## config.mk

```make
export PLATFORM = sky130hd
export DESIGN_NAME = vector_reverse_stream_flat
export DESIGN_NICKNAME = d
export VERILOG_FILES = /design/src/rtl/vector_reverse_stream_if.sv /design/src/rtl/vector_reverse_stream.sv /design/src/flat_wrapper.sv
export SDC_FILE = /design/constraint.sdc
export NUM_CORES = 1
export LEC_CHECK = 0
export ABC_AREA = 0
export BUFFER_PORTS_ARGS = -buffer_cell sky130_fd_sc_hd__clkbuf_2
export CORE_MARGIN = 5
export CORE_UTILIZATION = 44
export DETAILED_ROUTE_END_ITERATION = 8
export GPL_ROUTABILITY_DRIVEN = 1
export GPL_TIMING_DRIVEN = 0
export PLACE_DENSITY_LB_ADDON = 0.15
export SYNTH_ARGS = -nofsm -noshare
export SYNTH_HDL_FRONTEND = slang
export SYNTH_SLANG_ARGS = --single-unit
```

## constraint.sdc

```tcl
create_clock -name clk -period 1.65 [get_ports clk]
set_input_delay 0.165 -clock clk [delete_from_list [all_inputs] [get_ports clk]]
set_output_delay 0.165 -clock clk [all_outputs]
set_load 0.1 [all_outputs]
```

## src/rtl/vector_reverse_stream_if.sv

```systemverilog
// Handshake bundle for vector_reverse_stream: input stream, output stream, mode select.
interface vector_reverse_stream_if #(
    parameter int WIDTH = 8
);
    logic             in_valid;
    logic             in_ready;
    logic [WIDTH-1:0] in_data;
    logic [1:0]       mode;
    logic             out_valid;
    logic             out_ready;
    logic [WIDTH-1:0] out_data;

    // Producer/consumer side (drives words in, takes words out)
    modport master (
        output in_valid, in_data, mode, out_ready,
        input  in_ready, out_valid, out_data
    );

    // Block side
    modport slave (
        input  in_valid, in_data, mode, out_ready,
        output in_ready, out_valid, out_data
    );
endinterface

```

## src/rtl/vector_reverse_stream.sv

```systemverilog
// Streaming bit/group reorder with a small output FIFO and a wrapping accept counter.
// Each accepted word is transformed at the input using the mode sampled with it,
// so later mode changes never touch words already buffered.
module vector_reverse_stream #(
    parameter int WIDTH = 8,
    parameter int GROUP = 4,
    parameter int DEPTH = 2,
    parameter int CNT_W = 16
) (
    input  logic                         clk,
    input  logic                         rst_n,
    vector_reverse_stream_if.slave       bus,
    output logic [$clog2(DEPTH+1)-1:0]   level,
    output logic [CNT_W-1:0]             xfer_count
);
    localparam int NGRP  = WIDTH / GROUP;
    localparam int LVL_W = $clog2(DEPTH + 1);
    localparam int PTR_W = (DEPTH > 1) ? $clog2(DEPTH) : 1;

    // Apply one of the four reorder modes to a word.
    function automatic logic [WIDTH-1:0] reorder(input logic [WIDTH-1:0] d,
                                                 input logic [1:0]       m);
        logic [WIDTH-1:0] r;
        r = d;
        case (m)
            2'd1: begin
                for (int i = 0; i < WIDTH; i++)
                    r[i] = d[WIDTH-1-i];
            end
            2'd2: begin
                for (int g = 0; g < NGRP; g++)
                    for (int b = 0; b < GROUP; b++)
                        r[g*GROUP+b] = d[(NGRP-1-g)*GROUP+b];
            end
            2'd3: begin
                for (int g = 0; g < NGRP; g++)
                    for (int b = 0; b < GROUP; b++)
                        r[g*GROUP+b] = d[g*GROUP+GROUP-1-b];
            end
            default: r = d;
        endcase
        return r;
    endfunction

    // Pointer increment that wraps at DEPTH (works for non-power-of-2 depths).
    function automatic logic [PTR_W-1:0] ptr_next(input logic [PTR_W-1:0] p);
        return (p == PTR_W'(DEPTH - 1)) ? '0 : p + PTR_W'(1);
    endfunction

    logic [WIDTH-1:0] mem [DEPTH];
    logic [PTR_W-1:0] wr_ptr;
    logic [PTR_W-1:0] rd_ptr;
    logic [WIDTH-1:0] xf_data_p0;
    logic             vld_p0;
    logic             push;
    logic             pop;

    // Handshake decode and input transform; in_ready depends only on out_ready and state.
    always_comb begin
        vld_p0       = (level != '0);
        bus.out_valid = vld_p0;
        bus.in_ready = (level < LVL_W'(DEPTH)) || (bus.out_ready && vld_p0);
        push         = bus.in_valid && bus.in_ready;
        pop          = vld_p0 && bus.out_ready;
        xf_data_p0   = reorder(bus.in_data, bus.mode);
        // Empty FIFO presents zero so unwritten storage never reaches the output.
        bus.out_data = vld_p0 ? mem[rd_ptr] : '0;
    end

    // ---- stage p0 -> FIFO storage ----
    // Storage is written only on accept; it carries no reset.
    always_ff @(posedge clk) begin
        if (push)
            mem[wr_ptr] <= xf_data_p0;
    end

    // Pointers, occupancy and accept counter.
    always_ff @(posedge clk or negedge rst_n) begin
        if (!rst_n) begin
            wr_ptr     <= '0;
            rd_ptr     <= '0;
            level      <= '0;
            xfer_count <= '0;
        end else begin
            if (push) begin
                wr_ptr     <= ptr_next(wr_ptr);
                xfer_count <= xfer_count + CNT_W'(1);
            end
            if (pop)
                rd_ptr <= ptr_next(rd_ptr);
            case ({push, pop})
                2'b10:   level <= level + LVL_W'(1);
                2'b01:   level <= level - LVL_W'(1);
                default: level <= level;
            endcase
        end
    end
endmodule

```

## src/flat_wrapper.sv

```systemverilog
// flat-port wrapper written by rule: the top's interface ports become plain ports
module vector_reverse_stream_flat 
#(
    parameter int WIDTH = 8,
    parameter int GROUP = 4,
    parameter int DEPTH = 2,
    parameter int CNT_W = 16
)
  (clk, rst_n, level, xfer_count, bus_in_valid, bus_in_data, bus_mode, bus_out_ready, bus_in_ready, bus_out_valid, bus_out_data);
  vector_reverse_stream_if #(.WIDTH(WIDTH)) bus_i ();
  input  logic clk;
  input  logic rst_n;
  output logic [$clog2(DEPTH+1)-1:0] level;
  output logic [CNT_W-1:0] xfer_count;
  input wire logic [$bits(bus_i.in_valid)-1:0] bus_in_valid;
  input wire logic [$bits(bus_i.in_data)-1:0] bus_in_data;
  input wire logic [$bits(bus_i.mode)-1:0] bus_mode;
  input wire logic [$bits(bus_i.out_ready)-1:0] bus_out_ready;
  output wire logic [$bits(bus_i.in_ready)-1:0] bus_in_ready;
  output wire logic [$bits(bus_i.out_valid)-1:0] bus_out_valid;
  output wire logic [$bits(bus_i.out_data)-1:0] bus_out_data;
  assign bus_i.in_valid = bus_in_valid;
  assign bus_i.in_data = bus_in_data;
  assign bus_i.mode = bus_mode;
  assign bus_i.out_ready = bus_out_ready;
  assign bus_in_ready = bus_i.in_ready;
  assign bus_out_valid = bus_i.out_valid;
  assign bus_out_data = bus_i.out_data;
  vector_reverse_stream #(.WIDTH(WIDTH), .GROUP(GROUP), .DEPTH(DEPTH), .CNT_W(CNT_W)) u_core (.clk(clk), .rst_n(rst_n), .bus(bus_i), .level(level), .xfer_count(xfer_count));
endmodule
```

Yosys cells after proc, flatten, opt, wreduce, memory -nomap -nowiden
Memories as Yosys holds them, arrays and structs flattened.
Cells that the tools add are included.
Word-level totals
  output and inout bits: 28
  word-level logic and storage cells: 28
  input port bits: 14
  bits in writable memories: 16
  register bits after elaboration: 20
  memories kept: 1
Operators by class
  reduce and logical (&&, ||, !) cells: 5
  multiplexer cells: 7
  order comparisons: 1
  eq/ne operators: 5
  $add $sub $neg: 5
Memories
  u_core.mem: words 2, width 8, rd ports 1, clocked after memory_dff 0, write ports 1, RTL line vector_reverse_stream.sv:50  | logic [WIDTH-1:0] mem [DEPTH];
Operators with widths (number)
  case mux 8 bit (3 select lines): 1
  adder 16 x 1 -> 16 bit (second input constant): 1
  two-way mux 8 bit: 1
  equality test 2 bit (second input constant): 3
  equality test 2 x 1 -> 1 bit (second input constant): 2
  two-way mux 1 bit: 4
  case mux 2 bit (2 select lines): 1
  nonzero test 2 bit: 2
  adder 1 bit (second input constant): 2
  adder 2 x 1 -> 2 bit (second input constant): 1
  logical AND 1 bit: 2
  < comparator 2 bit (second input constant): 1
  subtractor 2 x 1 -> 2 bit (second input constant): 1
  logical OR 1 bit: 1

Depth between registers and ports, before layout
Gate-level depths: netlist of the first run.
  depth in word-level cells: 6
  mapped depth: 7

Worst setup path before layout of the first run
OpenSTA, ideal clock, no wires.
  path kind: register -> output
  start: register u_core.level[0]
  end: output bus_out_data[0]
  stages on the path, launching flop included: 3
  buffers on the path: 0
  path slack: -1.023 ns
  data required time: 1.485 ns
  data arrival time: 2.508 ns
  cells stage by stage: dfrtp_1 nor2_2 nor2_1
On the way
  word-level cells in the longest chain between the ends: 2
Ends and longest elaborated chain
  start: declaration: RTL line vector_reverse_stream.sv:13  | output logic [$clog2(DEPTH+1)-1:0] level,
  start signal: assignment: RTL line vector_reverse_stream.sv:92  | 2'b10: level <= level + LVL_W'(1);
  start signal: assignment: RTL line vector_reverse_stream.sv:93  | 2'b01: level <= level - LVL_W'(1);
  start signal: assignment: RTL line vector_reverse_stream.sv:94  | default: level <= level;
  nonzero test 2 bit: RTL line vector_reverse_stream.sv:60  | vld_p0 = (level != '0);
  two-way mux 8 bit: RTL line vector_reverse_stream.sv:67  | bus.out_data = vld_p0 ? mem[rd_ptr] : '0;
  end: declaration: RTL line flat_wrapper.sv:21  | output wire logic [$bits(bus_i.out_data)-1:0] bus_out_data;
No other way between the ends.

Worst setup path in the final report of the first run
  start: register u_core.level[1]
  end: output bus_in_ready
On the way
  word-level cells in the longest chain between the ends: 3
Ends and longest elaborated chain
  branches (longest 2 deep; another with < comparator 2 bit)
  logical OR 1 bit (*): RTL line vector_reverse_stream.sv:62  | bus.in_ready = (level < LVL_W'(DEPTH)) || (bus.out_ready && vld_p0);
  end: declaration: RTL line flat_wrapper.sv:19  | output wire logic [$bits(bus_i.in_ready)-1:0] bus_in_ready;
Mark *: on every way between the ends.

==> results.md, run 1 <==
* Outcome: finished clean
* Slew headroom at 63.7%
* Pin count of the biggest net entering global routing at 21
* Die W at 72.6 um
* Worst reg2reg path startpoint: u_core.level[1]$_DFFE_PN0P_
* Buffers & Inverters on Critical Path at 2
* HP Class: primary input to flip-flop
* Reg-to-reg endpoint: u_core.level[1]$_DFFE_PN0P_
* Placed insts at 208
* HPWL Detailed at 2390 um
* WL per Instance at around 15 um
* CP Depth at 3
* Share of cells above drive strength 1 at 60.2%
* Synth Register Bits at 36
* Crit end category: output pin
* DRC viols at 0
* Post-layout nets at 186
* Min-delay src: bus_in_valid
* Layout fillers at around 300
* Clock skew at 10.3 ps
* Post-synth cell types at 27
* Area occupied by registers at 1010 sq um
* Initial antenna violation count at 0
* Mapped Avg Cell Area at 14.2 sq um
* Vias in the first global route at 1211
* Starting Density at 46.3%
* Pre-CTS setup slack at -102 ps
* DR vias at about 1100
* Tcrit/Tclk final at a little over nine tenths
* Remaining antenna violation count at 0
* Synthesized instance count at about 120
* CP required at 1480 ps
* Num CTS Buffers at 5
* Initial DRC count at 35
* Worst-Margin Slew at 547 ps
* Seq/Total Area, Yosys at 57.0%
* Final WL at around 3200 um
* Synth Flop Type: dfrtp_1
* Final setup viols at 0
* RSZ-0062 raised after global routing: no
* Detailed Routing Iterations Pass 1 at 4
* CP top delay family: buffers and inverters
* First-pass GRT wire length at 5510 um
* WP data arrival at 1420 ps
* Slowest-stage cell, CP: dfrtp_4
* Total die area at approximately 5300 sq um
* Clk slew on worst S/H paths at ~70 ps
* CP peak stage delay at 520 ps
* Element type at the critical path start: flip-flop
* Slew Viols, Final at 0
* Utilization after layout at 61.6%
* Worst-Skew Late Latency at 280 ps
* TritonCTS clock tree: done
* Area grow syn2layout at 33.1%
* Highest Clock Rate at 631 MHz
* FP Rows at 22
* Multi-input gate area at ~840 sq um
* GRT Residual Overflow at 0
* Critical path cell sequence: nand2b_4 -> buf_12 -> buf_2
* Die height at 72.6 um
* Net count after synthesis at ~140
* Crit path kind: flip-flop to output pin
* Top-Level Pins at 42
* Hold Path Depth at 3
* DR vias/cell at 5.13
* Final setup margin at approximately 66 ps
* Number of synthesized flops with an enable pin at 16
* Synth warnings at 0
* Core area at 3720 sq um
* Final Non-Filler Cells at 219
* I/O Buffers at 39
* Post-Syn Area at 1720 sq um
* Fin crit period at 1580 ps
* All-Layer GR Usage at 13.8%
* GP Congestion at 0.731
* Fin. Hold Viols at 0
* Post-synth ARST share at 55.6%
* R2R setup slack at roughly 150 ps
* # H-tree levels at 2
* Diode count at 0
* Clock root buffer master: clkbuf_8
* Clk sinks at 36
* Max FO, Critical Path at 7
* Clk buf depth at 2
* R2r worst-path depth at 7
* Max Cap Viol at 0
* Hold Path Sink: u_core.xfer_count[6]$_DFFE_PN0P_
[cells in the final DEF, fill, tap and decap left out]
cell type      instances
clkbuf_2              29
nand2_4                1
inv_1                  3
nor2_1                 3
nor2b_4                1
and4_1                 2
nor3_2                 1
edfxtp_1              16
ha_4                   1
mux2_2                 1
clkbuf_8               5
buf_12                 2
buf_2                  3
mux4_2                 8
and3_1                 2
buf_4                 11
xnor2_1               12
nand3_1                3
and4_4                 1
nand3_2                1
nor2_4                10
dfrtp_4                2
nand4_1                4
nor4_4                 1
dfrtp_1                3
nand2b_4               1
xor2_1                 8
ha_1                   1
dlygate4sd3_1          1
nor3_1                 3
and2b_1                1
clkbuf_1               3
nand2_2                1
mux2i_2                8
dfrtp_2               15
nand2_1                3
[Yosys cell counts (2+ instances only)]
cell,count,area share [%]
nand2_1,4,0.87
mux2i_1,8,4.7
inv_1,3,0.65
dfrtp_1,20,29
edfxtp_1,16,28
nor2_1,12,2.6
nand4_1,4,1.5
nand3_1,3,0.87
and4_1,2,1.0
nor3_1,3,0.87
and3_1,2,0.73
xnor2_1,12,6.1
ha_1,2,1.5
buf_2,3,0.87
mux4_2,8,10
xor2_1,8,4.1
[through the flow]
stage / area [sq um] / TNS (ps) / hold slack, ps
floorplan: 1860 / -368 / -131
detailed placement: 2120 / -102 / 153
global route: 2290 / 0 / 266
global placement: 2120 / -89.7 / 148
CTS: 2260 / 0 / 224
finish: 2290 / 0 / 232
[sequential cells by signal (all words and copies together) (netlist names)]
| signal | cells |
|---|---|
| u_core.xfer_count | 16 |
| u_core.wr_ptr | 1 |
| u_core.mem | 16 |
| u_core.level | 2 |
| u_core.rd_ptr | 1 |
[layout make-up]
cell class,instances,share of cell area [%]
buffer,4,1.64
sequential,36,44.0
timing repair buffer,42,11.1
tap,48,2.62
multi-input combinational,78,36.6
inverter,3,0.492
clock buffer,8,3.50
[metal layers]
metal	GRT usage (%)	share of wire [%]	up-vias	wire length, um
met5	0	0	-	0
met4	7.99	2.6	0	81
met3	3.88	5.7	7	181
met2	22.8	49	30	1550
met1	16.0	43	550	1370
li1	-	-	536	-
[repair_timing]
item                                    CTS  global route
hold buffers                              1             0
resized for setup                        11            17
hold endpoints to repair                 20             0
pin swaps                                 1             0
setup buffers                             2             0
endpoints found under the setup margin   10             9
[kinds of logic (layout without fill, tap and decap cells)]
group | after synthesis | in the layout | share of synthesized area, %
simple gates | 39 | 39 | 13.7
flops | 36 | 36 | 57.0
xor+xnor | 20 | 20 | 10.2
mux | 17 | 17 | 15.8
buf+inv | 7 | 57 | 1.96
fa+ha+maj | 2 | 2 | 1.45
[worst max-delay path by stage]
stage | from | to | slack (ps)
5_1_grt | u_core.rd_ptr$_DFFE_PN0P_ | bus_out_data[4] | 7
2_1_floorplan | u_core.level[1]$_DFFE_PN0P_ | u_core.level[1]$_DFFE_PN0P_ | -180
3_3_place_gp | u_core.level[1]$_DFFE_PN0P_ | u_core.level[1]$_DFFE_PN0P_ | -90
6_report | u_core.level[1]$_DFFE_PN0P_ | bus_in_ready | 70
4_1_cts | u_core.level[1]$_DFFE_PN0P_ | bus_in_ready | 20
3_5_place_dp | u_core.level[1]$_DFFE_PN0P_ | u_core.level[1]$_DFFE_PN0P_ | -100
[worst register-to-register path, delay by kind of cell (launching register included)]
| family | cells | cell delay [ps] |
|---|---|---|
| flops | 1 | 520 |
| simple gates | 3 | 340 |
| xor+xnor | 2 | 260 |
| fa+ha+maj | 1 | 200 |
| buf+inv | 1 | 110 |
Power of run 1 is not shown: default switching activity piles up to over one toggle a cycle in this logic, so the estimate is an artifact.
==> run 2: changes to the inputs <==
--- a/config.mk
+++ b/config.mk
@@ -6,7 +6,7 @@
 export NUM_CORES = 1
 export LEC_CHECK = 0
 export ABC_AREA = 0
-export BUFFER_PORTS_ARGS = -buffer_cell sky130_fd_sc_hd__clkbuf_2
+export BUFFER_PORTS_ARGS = -buffer_cell sky130_fd_sc_hd__buf_2
 export CORE_MARGIN = 5
 export CORE_UTILIZATION = 44
 export DETAILED_ROUTE_END_ITERATION = 8
@@ -16,3 +16,4 @@
 export SYNTH_ARGS = -nofsm -noshare
 export SYNTH_HDL_FRONTEND = slang
 export SYNTH_SLANG_ARGS = --single-unit
+export TNS_END_PERCENT = 5
==> run 2 against run 1 <==
  * Sequential cell count unchanged
  * First-iteration DRC count is 54% higher
  * Worst setup slack worse by 15 ps
  * Design area fell by 1.9%
  * Utilization is 1.1 points lower
  * Register-to-register slack hardly changed
  * Critical path type unchanged
  * Critical endpoint is now bus_out_valid
==> results.md, run 2 (synthesis gave the netlist of run 1 again) <==
* Detailed Routing Iterations Pass 1 at 4
* Largest regs: u_core.mem x16, u_core.xfer_count x16, u_core.level x2
* Vias in the first global route at 1181
* Pin count of the biggest net entering global routing at 21
* Slew headroom at 67.7%
* Commonest non-fill, non-tap cell in the layout: buf_2
* Share of cells above drive strength 1 at 52.9%
* Metal2 WL at 1490 um
* HP Class: primary input to flip-flop
* CP required at 1480 ps
* TritonCTS clock tree: done
* Metal-1 WL at between 1000 and 1500 um
* Final setup margin at 51.0 ps
* Tcrit/Tclk final at between 90% and 100%
* Core area at 3720 sq um
* Fin. Hold Viols at 0
* Clock skew at 4.88 ps
* Final WL at between 3000 and 4000 um
* All-Layer GR Usage at around 14%
* Num CTS Buffers at 5
* Final setup viols at 0
* Slew Viols, Final at 0
* Clk sinks at 36
* Max FO, Critical Path at 10
* Max Cap Viol at 0
* Area grow syn2layout at 30.6%
* Remaining antenna violation count at 0
* Met3 Wirelength at 212 um
* RSZ-0062 raised after global routing: no
* Die W at 72.6 um
* Fin crit period at 1600 ps
* Top-Level Pins at 42
* DRC viols at 0
* GRT Residual Overflow at 0
* HPWL Detailed at 2500 um
* Post-layout nets at about 190
* Total die area at around 5300 sq um
* Most frequent cells in the layout: buf_2, edfxtp_1, xnor2_1
* Max Used Layer: met4
* Diode count at 0
* Utilization after layout at 60.5%
* First-pass GRT wire length at 5580 um
* Worst-Skew Late Latency at about 280 ps
* Element type at the critical path start: flip-flop
* GP Congestion at ~0.70
* Worst-Margin Slew at 487 ps
* I/O Buffers at 39
* FP Rows at 22
* Starting Density at 46.3%
* Initial antenna violation count at 0
* Clk buf depth at 2
* Outcome: finished clean
* # H-tree levels at 2
* Initial DRC count at 54
* DR vias/cell at between 5 and 6
* Clk slew on worst S/H paths at 70 ps
* WL per Instance at roughly 15 um
* Layout fillers at 304
* Die height at 72.6 um
* Pre-CTS setup slack at -121 ps
* Crit end category: output pin
* Clock root buffer master: clkbuf_8
* Crit path kind: flip-flop to output pin
* Highest Clock Rate at about 630 MHz
* DR vias at ~1100
* WP data arrival at 1430 ps
## run 2: layout make-up
class	instances	area [sq um]	share of cell area, %
plain buffers	4	37.5	1.67
clock buffers	7	76.3	3.39
clock inverters	1	5.00	0.223
inverters	3	11.3	0.501
multi-input cells	78	813	36.2
flip-flops and latches	36	1000	44.5
well taps	48	60.1	2.67
repair buffers	41	245	10.9
## run 2: timing repair
| item | 4_1_cts | 5_1_grt |
|---|---|---|
| setup endpoints to repair | 18 | 2 |
| resized for setup | 10 | 2 |
| hold buffers | 1 | 0 |
| pin swaps | 1 | 0 |
| hold endpoints to repair | 20 | 0 |
| buffers inserted | 1 | 0 |
## run 2: worst paths after layout
check	from	end	slack, ps	depth (start not counted)
max	u_core.level[0]$_DFFE_PN0P_	bus_out_valid	50	4
min	bus_in_valid	u_core.xfer_count[6]$_DFFE_PN0P_	210	3
max reg2reg	u_core.level[1]$_DFFE_PN0P_	u_core.level[1]$_DFFE_PN0P_	140	7
min reg2reg	u_core.xfer_count[15]$_DFFE_PN0P_	u_core.xfer_count[15]$_DFFE_PN0P_	480	1
max in group asynchronous	rst_n	u_core.level[0]$_DFFE_PN0P_	930	2
min in group asynchronous	rst_n	u_core.xfer_count[3]$_DFFE_PN0P_	360	2
## run 2: routing by layer
metal | up-vias | track usage, %
li1 | 532 | -
met5 | - | 0
met4 | 0 | 6.56
met3 | 4 | 4.71
met1 | 550 | 18.4
met2 | 29 | 20.8
## run 2: critical path: stages, from the launching register on
cell and delay, ps:
dfrtp_4 510, nor2_4 130, buf_12 170, inv_1 50, buf_2 280
## run 2: through the flow
| step | cells | instance area (sq um) | setup TNS, ps | hold slack (ps) |
|---|---|---|---|---|
| 6_report | 218 | 2250 | 0 | 207 |
| 5_1_grt | 218 | 2250 | 0 | 231 |
| 4_1_cts | 218 | 2240 | -4.26 | 196 |
| 3_5_place_dp | 208 | 2100 | -161 | 144 |
| 3_3_place_gp | 208 | 2100 | -93.6 | 128 |
| 2_1_floorplan | 121 | 1850 | -2100 | -131 |
Power of run 2 is left out for the same reason.
==> run 3: changes to the inputs <==
==> constraint.sdc (replaced) <==
create_clock -name clk -period 1.4 [get_ports clk]
set_input_delay 0.14 -clock clk [delete_from_list [all_inputs] [get_ports clk]]
set_output_delay 0.14 -clock clk [all_outputs]
set_load 0.1 [all_outputs]
==> run 3 against run 2 <==
  * The run now ends with setup timing left
  * Cell count is the same
  * Via count grew 3.5%
  * Global-route usage grew 0.73 points
  * Register-to-register slack lost 230 ps
  * Sequential share of layout area shrank 3.7 points
  * Highest routed layer unchanged
  * Utilization grew 5.5 points
  * Hold slack gained 19 ps
==> results.md, run 3 (synthesis gave the netlist of run 1 again) <==
* Worst-Skew Late Latency at between 200 and 300 ps
* Utilization after layout at about two thirds
* Starting Density at 46.3%
* Pin count of the biggest net entering global routing at 21
* Slew Viols, Final at 0
* TritonCTS clock tree: done
* Die W at 72.6 um
* Core area at 3720 sq um
* All-Layer GR Usage at 14.7%
* Max Cap Viol at 0
* First-pass GRT wire length at around 5900 um
* Max FO, Critical Path at 10
* RSZ-0062 raised after global routing: yes
* Vias in the first global route at 1212
* HPWL Detailed at 2590 um
* Final setup viols at 13
* Clk slew on worst S/H paths at 70 ps
* Initial DRC count at 26
* HP Class: primary input to flip-flop
* Total die area at 5260 sq um
* Fin. Hold Viols at 0
* Highest Clock Rate at 666 MHz
* WP data arrival at 1360 ps
* Diode count at 0
* Crit path kind: flip-flop to output pin
* Largest regs: u_core.mem x16, u_core.xfer_count x16, u_core.level x2
* Element type at the critical path start: flip-flop
* FP Rows at 22
* Clock skew at 5.79 ps
* Most frequent cells in the layout: buf_2, edfxtp_1, xnor2_1
* Remaining antenna violation count at 0
* Commonest non-fill, non-tap cell in the layout: buf_2
* Clk buf depth at 2
* Clock root buffer master: clkbuf_8
* Share of cells above drive strength 1 at about three fifths
* Worst-Margin Slew at 488 ps
* Top-Level Pins at 42
* Final setup margin at -102 ps
* Slew headroom at between 60% and 70%
* Area grow syn2layout at 42.4%
* DR vias/cell at 5.29
* Crit end category: output pin
* Die height at 72.6 um
* Num CTS Buffers at 5
* Layout fillers at 274
* # H-tree levels at 2
* DRC viols at 0
* WL per Instance at 16.3 um
* Min-delay src: bus_out_ready
* Fin crit period at ~1500 ps
* Post-layout nets at 185
* CP required at roughly 1300 ps
* Initial antenna violation count at 0
* Outcome: finished, violations left
* I/O Buffers at 39
* Worst reg2reg path startpoint: u_core.level[0]$_DFFE_PN0P_
* Violated checks: setup timing
* Detailed Routing Iterations Pass 1 at 4
* Final WL at 3550 um
* CP startpoint: u_core.level[0]$_DFFE_PN0P_
* Tcrit/Tclk final at 107%
* DR vias at 1154
* GP Congestion at between 0.7 and 0.8
* GRT Residual Overflow at 0
* Clk sinks at 36
==> run 3: cell types whose count changed in the layout (fill, tap and decap cells not counted), sizes merged <==
cell	delta
clkbuf	+1
clkinv	-1
==> run 3: final timing paths <==
path	end	slack, ps	cells past startpoint
max	bus_out_valid	-100	4
min	u_core.rd_ptr$_DFFE_PN0P_	230	3
max reg2reg	u_core.level[1]$_DFFE_PN0P_	-90	7
min reg2reg	u_core.xfer_count[8]$_DFFE_PN0P_	480	1
max in group asynchronous	u_core.level[0]$_DFFE_PN0P_	710	2
min in group asynchronous	u_core.xfer_count[3]$_DFFE_PN0P_	330	2
==> run 3: cell type report <==
type / instances / area [sq um] / area share, %
buffer: 4 / 41.3 / 1.68
tap: 48 / 60.1 / 2.45
inverter: 3 / 11.3 / 0.459
timing repair buffer: 41 / 362 / 14.7
sequential: 36 / 1000 / 40.8
clock buffer: 8 / 90.1 / 3.67
multi-input combinational: 78 / 888 / 36.2
==> run 3: metrics by stage <==
stage	instance area (sq um)	setup TNS [ps]	std cells	setup WS [ps]	hold slack, ps
CTS	2410	-877	218	-106	200
finish	2450	-905	218	-102	226
floorplan	1850	-10070	121	-428	-156
detailed placement	2100	-4140	208	-369	113
global placement	2100	-3460	208	-345	104
global route	2450	-1700	218	-155	224
==> run 3: timing repair <==
action | 4_1_cts | 5_1_grt
setup endpoints to repair | 31 | 29
pin swaps | 3 | 1
setup buffers | 1 | 0
resized for setup | 51 | 8
hold buffers | 1 | 0
endpoints found under the hold margin | 20 | 0
==> run 3: critical path: stages, from the launching register on <==
cell	delay [ps]
dfrtp_4	510
nor2_4	140
buf_12	180
inv_1	70
buf_8	170
==> run 3: metal layers <==
layer	track usage [%]	up-vias	wire [um]
met5	0	-	0
met4	4.92	0	48
met3	5.26	6	192
met2	24.7	29	1820
met1	17.5	576	1480
li1	-	543	-
Power of run 3 is left out for the same reason.
